## src/rtl/pipelined_adder_pkg.sv

```systemverilog
// Shared constants and encodings for the pipelined adder.
//   DEFAULT_B  : default operand/result width in bits
//   MAX_STAGES : largest supported pipeline depth
//   mode_e     : operation select carried on the 'sub' input (ADD=0, SUB=1)
package pipelined_adder_pkg;

  localparam int DEFAULT_B  = 32;
  localparam int MAX_STAGES = 4;

  typedef enum logic {
    ADD = 1'b0,
    SUB = 1'b1
  } mode_e;

endpackage

```

## src/rtl/pipelined_adder_slice.sv

```systemverilog
// One W-bit segment of the ripple-by-stage adder.
//   a, b     : segment operands (b already inverted for subtraction)
//   cin      : carry into the segment
//   sum      : segment sum modulo 2^W
//   cout     : carry out of the segment MSB
//   msb_cin  : carry into the segment MSB (XOR with cout gives signed overflow)
module adder_slice
  import pipelined_adder_pkg::*;
#(
  parameter int W = DEFAULT_B / 2
) (
  input  logic [W-1:0] a,
  input  logic [W-1:0] b,
  input  logic         cin,
  output logic [W-1:0] sum,
  output logic         cout,
  output logic         msb_cin
);

  logic [W:0] full;

  always_comb begin
    full = {1'b0, a} + {1'b0, b} + {{W{1'b0}}, cin};
  end

  assign sum     = full[W-1:0];
  assign cout    = full[W];
  // The MSB sum bit is a^b^carry_in, so the carry into the MSB falls out by XOR.
  assign msb_cin = a[W-1] ^ b[W-1] ^ full[W-1];

endmodule

```

## src/rtl/pipelined_adder.sv

```systemverilog
// Pipelined B-bit adder/subtractor, STAGES segments of W = B/STAGES bits.
//   clk, rst_n          : clock, asynchronous active-low reset
//   value1, value2, sub : operands and mode (0 add, 1 subtract)
//   in_valid, in_ready  : input handshake
//   flush               : drop every in-flight operation at the next edge
//   result, carry,
//   overflow            : sum/difference, unsigned carry (sub: 1 = no borrow),
//                         two's-complement overflow
//   out_valid, out_ready: output handshake
//
// Handshake: a transfer happens on a rising edge where valid && ready are
// both high. The whole pipe advances together on en = !out_valid || out_ready,
// and in_ready is exactly en. While out_valid is high and out_ready low,
// every stage (outputs included) holds, so the outputs stay stable.
// flush clears the valid bits regardless of en, and an operand presented in
// the flush cycle is not captured.
module pipelined_adder
  import pipelined_adder_pkg::*;
#(
  parameter int B      = DEFAULT_B,
  parameter int STAGES = 2
) (
  input  logic         clk,
  input  logic         rst_n,
  input  logic [B-1:0] value1,
  input  logic [B-1:0] value2,
  input  logic         sub,
  input  logic         in_valid,
  output logic         in_ready,
  input  logic         flush,
  output logic [B-1:0] result,
  output logic         carry,
  output logic         overflow,
  output logic         out_valid,
  input  logic         out_ready
);

  localparam int W = B / STAGES;

  logic         en;
  logic [B-1:0] b_eff;

  assign en       = !out_valid || out_ready;
  assign in_ready = en;

  // Subtraction is value1 + ~value2 + 1; the +1 enters as the carry into segment 0.
  assign b_eff = (sub == SUB) ? ~value2 : value2;

  genvar k;
  for (k = 0; k < STAGES; k++) begin : g_stage
    // Width of the part of b that still has to be summed at this stage;
    // b is kept right-aligned so segment k always sits in the low W bits.
    localparam int BW = B - k * W;

    logic [B-1:0]  d_in;   // segments < k already summed, segments >= k still value1
    logic [BW-1:0] b_in;
    logic          c_in;
    logic          v_in;

    logic [W-1:0]  seg_sum;
    logic          seg_cout;
    logic          seg_msb_cin;
    logic [B-1:0]  d_out;

    logic [B-1:0]  d_q;
    logic          c_q;
    logic          v_q;

    if (k == 0) begin : g_first
      assign d_in = value1;
      assign b_in = b_eff;
      assign c_in = sub;
      assign v_in = in_valid;
    end else begin : g_next
      assign d_in = g_stage[k-1].d_q;
      assign b_in = g_stage[k-1].g_skew.b_q;
      assign c_in = g_stage[k-1].c_q;
      assign v_in = g_stage[k-1].v_q;
    end

    adder_slice #(
      .W (W)
    ) u_slice (
      .a       (d_in[k*W +: W]),
      .b       (b_in[W-1:0]),
      .cin     (c_in),
      .sum     (seg_sum),
      .cout    (seg_cout),
      .msb_cin (seg_msb_cin)
    );

    always_comb begin
      d_out           = d_in;
      d_out[k*W +: W] = seg_sum;
    end

    always_ff @(posedge clk or negedge rst_n) begin
      if (!rst_n) begin
        v_q <= 1'b0;
      end else if (flush) begin
        v_q <= 1'b0;
      end else if (en) begin
        v_q <= v_in;
      end
    end

    always_ff @(posedge clk or negedge rst_n) begin
      if (!rst_n) begin
        d_q <= '0;
        c_q <= 1'b0;
      end else if (en) begin
        d_q <= d_out;
        c_q <= seg_cout;
      end
    end

    if (k < STAGES - 1) begin : g_skew
      // Upper, not-yet-summed part of b travels alongside the partial sum.
      logic [BW-W-1:0] b_q;

      always_ff @(posedge clk or negedge rst_n) begin
        if (!rst_n) begin
          b_q <= '0;
        end else if (en) begin
          b_q <= b_in[BW-1:W];
        end
      end
    end else begin : g_last
      logic ovf_q;

      always_ff @(posedge clk or negedge rst_n) begin
        if (!rst_n) begin
          ovf_q <= 1'b0;
        end else if (en) begin
          ovf_q <= seg_msb_cin ^ seg_cout;
        end
      end
    end
  end

  assign result    = g_stage[STAGES-1].d_q;
  assign carry     = g_stage[STAGES-1].c_q;
  assign overflow  = g_stage[STAGES-1].g_last.ovf_q;
  assign out_valid = g_stage[STAGES-1].v_q;

endmodule

```

## config.mk

```make
export PLATFORM = sky130hd
export DESIGN_NAME = pipelined_adder
export DESIGN_NICKNAME = d
export VERILOG_FILES = /design/src/rtl/pipelined_adder_pkg.sv /design/src/rtl/pipelined_adder_slice.sv /design/src/rtl/pipelined_adder.sv
export SDC_FILE = /design/constraint.sdc
export NUM_CORES = 1
export LEC_CHECK = 0
export ABC_AREA = 1
export BUFFER_PORTS_ARGS = -buffer_cell sky130_fd_sc_hd__buf_2
export CORE_MARGIN = 2
export CORE_UTILIZATION = 45
export DETAILED_ROUTE_END_ITERATION = 6
export PLACE_DENSITY = 0.68
export SLEW_MARGIN = 40
export SYNTH_ARGS = -nofsm -noshare
export SYNTH_HDL_FRONTEND = slang
export SYNTH_SLANG_ARGS = --single-unit
```

## constraint.sdc

```tcl
create_clock -name clk -period 2.3 [get_ports clk]
set_input_delay 0.345 -clock clk [delete_from_list [all_inputs] [get_ports clk]]
set_output_delay 0.345 -clock clk [all_outputs]
set_load 0.02 [all_outputs]
```

==> impl_metrics.py <==
metrics = {
    "outcome": {
        "run_status": "finished, final reports clean",
    },
    "sta": {
        "fin_tns_setup_ns": 0,
        "max_clock_freq_mhz": 466.6,
        "slew_violations": 0,
        "fin_crit_ns": 2.143,
        "report.final.hold_viol_count": 0,
        "relSlewSlack_pct": 64.25,
        "setup_viol": 0,
        "skew_ns": 0.004933,
        "timing.final.crit_share_pct": 93.19,
        "tightestPinTransition_ns": 0.5354,
        "rsz0062_at_grt": "false",
    },
    "die": {
        "ios": 106,
        "die_y_um": 111.1,
        "coreArea_um2": 11320,
        "dieWidth_um": 111.1,
        "die-area_um2": 12350,
        "num_rows": 39,
        "initial_utilization_pct": 45.63,
    },
    "clocking": {
        "cts_made_buffers": 9,
        "clock-sinks": 85,
        "clk_pin_slew_ns": 0.06,
        "clock-root-buffer": "clkbuf_16",
        "cts_tree": "done",
        "clock_path_buffers": 2,
        "h-tree-depth": 3,
        "worstSkewPairLatency_ns": 0.33,
    },
    "place": {
        "hpwl_mm": 8.844,
        "place_congestion": 0.9651,
        "port_buffers": 105,
        "dp_cells": 912,
    },
    "final_layout": {
        "final_nets": 884,
        "antennaDiodeCount": 0,
        "final_cell_count_no_fill": 927,
        "n_fill_cell": 1119,
        "drive_gt1_share_pct": 18.49,
        "syn2layout_area_growth_pct": 18.29,
    },
    "logic_synthesis": {
        "synth_cell_types": 33,
        "synthCells": 679,
        "syn_area_per_cell_um2": 7.609,
        "synth_largest_area_cell": "dfrtp_1",
        "yosys_register_bits": 85,
        "syn_nets": 782,
        "synth_area_leaders": "dfrtp_1, nand2_1, ha_1",
        "synth_top_area_share_pct": 41.17,
        "yosysWarnings": 0,
        "syn_area_um2": 5166,
        "yosysSeqAreaShare_pct": 41.17,
    },
    "global_route": {
        "grt_max_degree": 118,
        "grt_first_pass_wirelength_mm": 20.56,
        "grt_pass1_vias": 4624,
        "antenna_found_initial": 0,
        "grt_overflow_total": 0,
        "track_usage_pct": 19.88,
    },
    "pwr": {
        "irDropWorstVdd_v": 0.0004658,
        "leakage_nw": 3.246,
        "p_per_area_nw_per_um2": 826.5,
    },
    "worst_setup_path": {
        "cp_cell_sequence": "fa_1 -> fa_1 -> nand2_1 -> nand3_1 -> nand2_1 -> o21bai_2 -> nand2_1 -> nand3b_1 -> nand3_1 -> nand2_1",
        "criticalPathCategory": "reg -> reg",
        "crit_fanout": 3,
        "cp_data_required_time_ns": 2.52,
        "crit_start": "g_stage[0].d_q[16]",
        "reg2reg_to": "result[26]",
        "max_stage_delay_ns": 0.47,
        "r2r_start": "g_stage[0].d_q[16]",
        "ff2ff_path_depth": 10,
        "cp_slowest_cell": "fa_1",
        "r2r_slack_ns": 0.16,
        "critPathLaunchType": "flop",
        "endpoint": "result[26]",
        "end_kind": "flop",
        "arrival_ns": 2.37,
        "crit_top_cell": "nand2_1",
    },
    "route": {
        "wl_mm": 11.74,
        "ant_nets": 0,
        "drc": 0,
        "drtIter0Drc": 233,
        "vias": 4554,
        "first_pass_iters": 4,
        "avgRoutedWirePerCell_um": 12.66,
        "viasPerCell": 4.913,
    },
    "min_path": {
        "hold_path.class": "in -> reg",
    },
    "job": {
        "cap_violations": 0,
    },
}
Yosys cell counts:
cell type and count:
nand2_1 275, dfrtp_1 85, inv_1 52, nand3_1 35, o21ai_0 32, ha_1 30
nor2_1 29, xnor2_1 27, a21oi_1 23, xor2_1 17, clkbuf_1 11, nand2_2 10
buf_2 7, o21ai_1 7, nand3b_1 6, inv_2 5, fa_1 3, nand4_1 3
o21bai_1 3, a21o_1 2, and3_1 2, buf_4 2, nor3_1 2, nor3_2 2
a21oi_2 1, and2_1 1, buf_6 1, nand3_2 1, nor2_2 1, nor2_4 1
o21a_1 1, o21bai_2 1, o31ai_1 1
critical path, delay by kind of cell (launching register included):
family,cells,cell delay (ns)
AO/OA/AOI/OAI,1,0.11
adder cells (fa/ha/maj),2,0.87
flip-flops,1,0.40
AND/OR/NAND/NOR,7,0.66
stage by stage:
step                      worst slack, ns  total power (W)  hold WS (ns)  util, %  instance area (um2)
after global routing              0.04562         0.005404        0.1875    53.98                 6111
after detailed placement           0.1896         0.003816        0.2980    51.70                 5853
final                              0.1566         0.005051        0.1714    53.98                 6111
after global placement             0.2378         0.003775        0.2910    51.70                 5853
after CTS                          0.1777         0.005090        0.1620    53.98                 6111
after floorplan                    0.2767         0.003226       0.04941        -                 5166
timing repair:
item,4_1_cts,5_1_grt
resized for setup,0,0
hold buffers,1,0
setup buffers,0,0
endpoints found under the hold margin,29,0
kinds of logic after synthesis:
kind of cell	after synthesis	share of synthesized area [%]
and+or+nand+nor	368	29.40
DFF	85	41.17
buffers and inverters	78	6.127
AOI/OAI and AO/OA	71	7.411
xor gates and xnor gates	44	7.459
adders and majority gates	33	8.428
state kept, by name, summed over array words and instances (netlist names):
register / flops
out_valid: 1
carry: 1
g_stage.v_q: 1
g_stage.c_q: 1
g_stage.d_q: 32
result: 32
g_stage.g_skew.b_q: 16
overflow: 1
layout make-up:
cell class / count / area, um2 / area share, %
clock buffers: 11 / 232.7 / 3.808
clock inverters: 3 / 15.01 / 0.2457
inverters: 57 / 214.0 / 3.501
multi-input cells: 516 / 2723 / 44.55
flip-flops and latches: 85 / 2127 / 34.81
well taps: 143 / 178.9 / 2.928
repair buffers: 112 / 620.6 / 10.16
placed cells by master (no fill, tap or decap), types with 2 or more instances in the layout:
cell type	netlist	routed
nand4_1	3	3
clkbuf_16	0	9
ha_1	30	30
buf_12	0	3
nor2_1	29	29
nor3_1	2	2
o21ai_0	32	32
xor2_1	17	17
nor3_2	2	2
inv_1	52	52
dfrtp_1	85	85
clkinv_2	0	3
and3_1	2	2
o21bai_1	3	3
buf_2	7	104
clkbuf_1	11	2
buf_4	2	4
fa_1	3	3
nand2_1	275	275
nand3b_1	6	6
nand3_1	35	35
xnor2_1	27	27
a21oi_1	23	23
nand2_2	10	10
o21ai_1	7	7
a21o_1	2	2
inv_2	5	5
power breakdown:
group | switching [W] | leakage [nW] | internal [W]
Clock | 0.000549 | 0.125 | 0.000714
Sequential | 0.000211 | 0.997 | 0.00184
Combinational | 0.00110 | 2.12 | 0.000645
routing by layer:
layer  routed length (um)  GRT usage [%]  up-vias
met5                    0              0        -
met4                  217          7.654        0
met3                  560          3.773       23
met2                 5390          33.05      108
met1                 5572          25.84     2080
li1                     -              -     2343
how the worst min path moves through the flow:
stage	start	to	slack, ns	cells after the start
after floorplan	rst_n	carry	0.05	0
after global placement	rst_n	g_stage[0].g_skew.b_q[8]	0.29	1
after detailed placement	rst_n	g_stage[0].g_skew.b_q[8]	0.30	1
after CTS	flush	out_valid	0.16	2
after global routing	flush	out_valid	0.19	2
final	flush	out_valid	0.17	2
Power figures use the tool's default switching activity.
